==> config.mk <==
export PLATFORM = sky130hd
export DESIGN_NAME = pilot_sprite_renderer
export DESIGN_NICKNAME = d
export VERILOG_FILES = /design/src/rtl/pilot_sprite_renderer.sv
export SDC_FILE = /design/constraint.sdc
export NUM_CORES = 1
export LEC_CHECK = 0
export BUFFER_PORTS_ARGS = -buffer_cell sky130_fd_sc_hd__buf_2
export CORE_MARGIN = 2
export CORE_UTILIZATION = 57
export DETAILED_ROUTE_END_ITERATION = 8
export PLACE_DENSITY = 0.82
export SYNTH_ARGS = -nofsm -noshare
export SYNTH_HDL_FRONTEND = slang
export SYNTH_SLANG_ARGS = --single-unit
==> constraint.sdc <==
create_clock -name clk -period 3.24 [get_ports clk]
set_clock_uncertainty 0.2 [all_clocks]
set_input_delay 0.648 -clock clk [delete_from_list [all_inputs] [get_ports clk]]
set_output_delay 0.648 -clock clk [all_outputs]
set_load 0.03 [all_outputs]
==> src/rtl/pilot_sprite_renderer.sv <==
// Pixel source for a 1280x800 display: dark-blue background plus a 32x32 sprite
// steered once per frame by four buttons, flashing red for a while after hitting an edge.
module pilot_sprite_renderer #(
   parameter int SCREEN_W     = 1280,
   parameter int SCREEN_H     = 800,
   parameter int SPRITE_W     = 32,
   parameter int SPRITE_H     = 32,
   parameter int STEP         = 4,
   parameter int START_X      = 624,
   parameter int START_Y      = 384,
   parameter int FLASH_FRAMES = 30
) (
   input  logic        clk,
   input  logic        rst,
   input  logic        btn_up,
   input  logic        btn_down,
   input  logic        btn_left,
   input  logic        btn_right,
   input  logic [10:0] curr_x,
   input  logic [9:0]  curr_y,
   output logic [3:0]  red,
   output logic [3:0]  green,
   output logic [3:0]  blue,
   output logic        frame_tick,
   output logic [10:0] pos_x,
   output logic [9:0]  pos_y,
   output logic        flashing
);
   localparam int CW = $clog2(FLASH_FRAMES + 1);
   localparam logic signed [11:0] STEP_S = 12'(STEP);
   localparam logic signed [11:0] X_MAX  = 12'(SCREEN_W - SPRITE_W);
   localparam logic signed [11:0] Y_MAX  = 12'(SCREEN_H - SPRITE_H);

   typedef enum logic {FLY, FLASH} state_t;

   state_t        r_state, w_state_next;
   logic [10:0]   r_pos_x, w_pos_x_next, w_mv_x;
   logic [9:0]    r_pos_y, w_pos_y_next, w_mv_y;
   logic [CW-1:0] r_cnt, w_cnt_next;
   logic          r_last_px_d, r_frame_tick;
   logic [3:0]    r_red, r_green, r_blue;
   logic [3:0]    w_red, w_green, w_blue;

   logic w_last_px, w_go_l, w_go_r, w_go_u, w_go_d, w_hit;
   logic w_inside, w_border;
   logic signed [11:0] w_x_l, w_x_r, w_y_u, w_y_d;
   logic [11:0] w_dx, w_dy;

   // last_px stays high through blanking, so only its rising edge makes a tick
   assign w_last_px = (curr_x == 11'(SCREEN_W - 1)) && (curr_y == 10'(SCREEN_H - 1));

   assign w_go_l = btn_left  & ~btn_right;
   assign w_go_r = btn_right & ~btn_left;
   assign w_go_u = btn_up    & ~btn_down;
   assign w_go_d = btn_down  & ~btn_up;

   assign w_x_l = $signed({1'b0, r_pos_x}) - STEP_S;
   assign w_x_r = $signed({1'b0, r_pos_x}) + STEP_S;
   assign w_y_u = $signed({2'b00, r_pos_y}) - STEP_S;
   assign w_y_d = $signed({2'b00, r_pos_y}) + STEP_S;

   assign w_hit = (w_go_l && (w_x_l < 12'sd0)) || (w_go_r && (w_x_r > X_MAX)) ||
                  (w_go_u && (w_y_u < 12'sd0)) || (w_go_d && (w_y_d > Y_MAX));

   always_comb begin
      w_mv_x = r_pos_x;
      w_mv_y = r_pos_y;
      if (w_go_l)      w_mv_x = (w_x_l < 12'sd0) ? 11'd0 : w_x_l[10:0];
      else if (w_go_r) w_mv_x = (w_x_r > X_MAX) ? X_MAX[10:0] : w_x_r[10:0];
      if (w_go_u)      w_mv_y = (w_y_u < 12'sd0) ? 10'd0 : w_y_u[9:0];
      else if (w_go_d) w_mv_y = (w_y_d > Y_MAX) ? Y_MAX[9:0] : w_y_d[9:0];
   end

   always_comb begin
      w_state_next = r_state;
      w_pos_x_next = r_pos_x;
      w_pos_y_next = r_pos_y;
      w_cnt_next   = r_cnt;
      if (r_frame_tick) begin
         case (r_state)
            FLY: begin
               w_pos_x_next = w_mv_x;
               w_pos_y_next = w_mv_y;
               if (w_hit) begin
                  w_state_next = FLASH;
                  w_cnt_next   = CW'(FLASH_FRAMES);
               end
            end
            FLASH: begin
               if (r_cnt == CW'(1)) begin
                  w_state_next = FLY;
                  w_cnt_next   = '0;
               end else begin
                  w_cnt_next = r_cnt - CW'(1);
               end
            end
            default: ;
         endcase
      end
   end

   // Offsets wrap to large values left of / above the sprite, so one upper bound suffices
   assign w_dx     = {1'b0, curr_x} - {1'b0, r_pos_x};
   assign w_dy     = {2'b00, curr_y} - {2'b00, r_pos_y};
   assign w_inside = (w_dx <= 12'(SPRITE_W - 1)) && (w_dy <= 12'(SPRITE_H - 1));
   assign w_border = (w_dx < 12'd2) || (w_dx > 12'(SPRITE_W - 3)) ||
                     (w_dy < 12'd2) || (w_dy > 12'(SPRITE_H - 3));

   always_comb begin
      w_red   = 4'h0;
      w_green = 4'h0;
      w_blue  = 4'h6;
      if (w_inside) begin
         w_blue = 4'h0;
         w_red  = 4'hF;
         if (r_state == FLY) begin
            w_green = 4'hF;
            w_blue  = w_border ? 4'h0 : 4'hF;
         end
      end
   end

   always_ff @(posedge clk) begin
      if (rst) begin
         r_state      <= FLY;
         r_pos_x      <= 11'(START_X);
         r_pos_y      <= 10'(START_Y);
         r_cnt        <= '0;
         r_last_px_d  <= 1'b0;
         r_frame_tick <= 1'b0;
         r_red        <= 4'h0;
         r_green      <= 4'h0;
         r_blue       <= 4'h0;
      end else begin
         r_state      <= w_state_next;
         r_pos_x      <= w_pos_x_next;
         r_pos_y      <= w_pos_y_next;
         r_cnt        <= w_cnt_next;
         r_last_px_d  <= w_last_px;
         r_frame_tick <= w_last_px & ~r_last_px_d;
         r_red        <= w_red;
         r_green      <= w_green;
         r_blue       <= w_blue;
      end
   end

   assign red        = r_red;
   assign green      = r_green;
   assign blue       = r_blue;
   assign frame_tick = r_frame_tick;
   assign pos_x      = r_pos_x;
   assign pos_y      = r_pos_y;
   assign flashing   = (r_state == FLASH);
endmodule

==> reports/metrics.cfg <==
[placed_design]
dp.final_hpwl_microns = 6930
routabilityCongestion = 0.978
total_placed_instance_area_sq_um = 3570
io_buffers = 57
detailedPlace.worstSlack_ns = 0.223

[logic_synthesis]
muxShareOfSynthArea = 0.00613
number_of_register_bits_inferred_by_synthesis = 29
yosys-top-cells-count = inv_1 (37), a21oi_1 (34), ha_1 (31)
synthesized_area_fraction_occupied_by_ao_oa_aoi_and_oai_cells = 0.313
syn-cell-area_sq_um = 3270
postSynthAreaPerCell_sq_um = 7.49
async_reset_ff_frac = 0
synth.yosys.seq_area_share = 0.178
netlist.area_leader.share = 0.178
post_synth_adder_cell_area = 0.119
synthCells = 436
largest_cells_by_area_after_synthesis = dfxtp_1 (18%), ha_1 (12%), a21oi_1 (5.2%)
number_of_flops_mapped_to_enable_cells_by_yosys = 0
ys_types = 71
yosys_top_cell_by_area = dfxtp_1
synth.most_common_cell = inv_1
post_synth_and_or_nand_nor_area_fraction = 0.255
main_combinational_cell_family_by_area_after_synthesis = compound AO/OA/AOI/OAI gates
synthXorXnorAreaFrac = 0.0322
synth_flop_cell = dfxtp_1
ys.warnings.count = 0

[status]
status = complete, no violations

[floorplan]
io-pin-count = 62
chipWidth_microns = 79.7
floorplan.die_area_sq_um = 6350
die_ht_microns = 79.7
core_sq_um = 5510
initial_utilization = 0.593
num_rows = 27

[layout]
layout-area-overhead-vs-synth_pct = 11.9
num_antenna_cells = 0
finish.net_count = 544
layout.cell_area.non_filler_sq_um = 3650
share_of_post_route_cells_with_drive_strength_above_1 = 0.189
fillCellCount = 491

[sta]
totalNegativeSetupSlack_ns = 0
worst-slew-pin-transition_ns = 0.638
achievable-frequency_ghz = 0.343
fin_crit_period_ns = 2.92
finalCritPeriodShare = 0.900
setup_violations = 0
timing.final.ws_setup_ns = 0.325
max_slew_margin = 0.568
hold_violations = 0
unrepaired_setup_endpoints_after_global_routing = no
final-max-slew-violation-count = 0

[min_path]
hold_path_class = register to register

[clock_network]
ctsRootBufferMaster = clkbuf_8
post-cts-setup-buffers = 0
post_cts_hold_buffer_count = 0
cts_inserted_buffers = 5
tritoncts_num_sinks = 29
worstSkewPairLatency_ns = 0.29
postCtsResizedCells = 0
ctsHtreeMaxLevel = 2
tritoncts_clock_tree = built
cts.path.max_buffers = 2
path_clk_slew_ns = 0.07

[pwr]
power_per_cell_area_nw_per_um2 = 232
cellLeakagePower_uw = 0.00154
worst_ir_drop_vdd_mv = 0.217

[job]
max-cap-violations = 0

[global_route]
groute.usage.overall = 0.296
first_global_vias = 3298
grt_max_degree = 22
grt_first_pass_wirelength_microns = 15200
antenna_found_initial = 0
grt_overflow = 0

[setup_path]
path_common_cell = nor4_1
crit_path_max_fanout = 8
crit_chain = inv_1 > ha_1 > a21oi_1 > o22ai_1 > or4_1 > nor4_1 > nand4b_1 > nor4_1 > nor2b_1
capturing_element_type_of_the_critical_path = register
critical-path-slowest-cell = dfxtp_1
setup.worst_path.start_class = register
critPathTopFamily = simple AND/OR/NAND/NOR gates
setup.worst_path.class = register to register
cp.arrival_ns = 2.94
critical_path_buf_inv_count = 1
critical_path.max_stage_delay_ns = 0.47
worst_ep_required_time_ns = 3.26

[route]
wl_per_cell_microns = 16.5
number_of_detailed_routing_iterations_run_before_antenna_repair = 5
via_count = 3604
first_iter_violations = 369
drt_drc_violations_left = 0
drt-vias-per-instance = 6.45
drt-total-wl_microns = 9220
drtAntennaViolNets = 0

==> sequential cells by signal, indices dropped and copies added, names as in the netlist, 2 cells and up <==
signal / cells
pos_x: 9
pos_y: 8
blue: 2
r_cnt: 5
==> cells in the final DEF, fill, tap and decap left out, types with 6 or more instances in the layout <==
cell type   n
a21oi_1    34
nor2_1     26
nor4_1      7
a211oi_1    8
xnor2_1     9
o21ai_0    21
nand2_1    25
a31oi_1     8
nand4_1     6
buf_4       9
ha_1       31
buf_2      57
dfxtp_1    29
nor3_1     15
conb_1      8
nand3_1    18
inv_1      37
o211ai_1    6
==> final cells by class <==
cell class	count	area, sq um	share of cell area
clock inverters	2	10.0	0.00274
well taps	72	90.1	0.0246
repair buffers	66	353	0.0965
clock buffers	6	72.6	0.0199
inverters	40	150	0.0411
multi-input cells	344	2400	0.656
flip-flops and latches	29	581	0.159
==> through the flow <==
| stage | std cells | utilization | hold slack [ns] | power (uW) |
|---|---|---|---|---|
| 6_report | 559 | 0.664 | 0.244 | 847 |
| 3_5_place_dp | 551 | 0.649 | 0.219 | 550 |
| 5_1_grt | 559 | 0.664 | 0.236 | 879 |
| 3_3_place_gp | 551 | 0.649 | 0.225 | 545 |
| 2_1_floorplan | 442 | - | 0.174 | 501 |
| 4_1_cts | 559 | 0.664 | 0.232 | 840 |
==> power by group <==
group / internal (uW) / switching (uW)
logic: 74.4 / 116
registers: 357 / 0.457
clock network: 149 / 150
==> cell families after synthesis <==
logic type,after synthesis
AOI/OAI and AO/OA,143
buffers and inverters,69
adders and majority gates,31
and+or+nand+nor,148
xor gates and xnor gates,12
other,2
DFF,29
muxes,2
==> path summary, 6_finish.rpt <==
check        depth (start not counted)  slack, ns         end         from
max reg2reg                          9       0.32    green[2]     pos_x[6]
min reg2reg                          1       0.24  frame_tick  r_last_px_d
max                                  9       0.32    green[2]     pos_x[6]
min                                  1       0.24  frame_tick  r_last_px_d
==> per-layer routing <==
layer  GRT usage  vias to the layer above  wire (microns)
met1       0.391                     1649            4070
met2       0.501                      185            4250
met3      0.0362                       29             666
met5           0                        -               0
li1            -                     1741               -
met4      0.0914                        0             229
(Power assumes the default switching activity.)
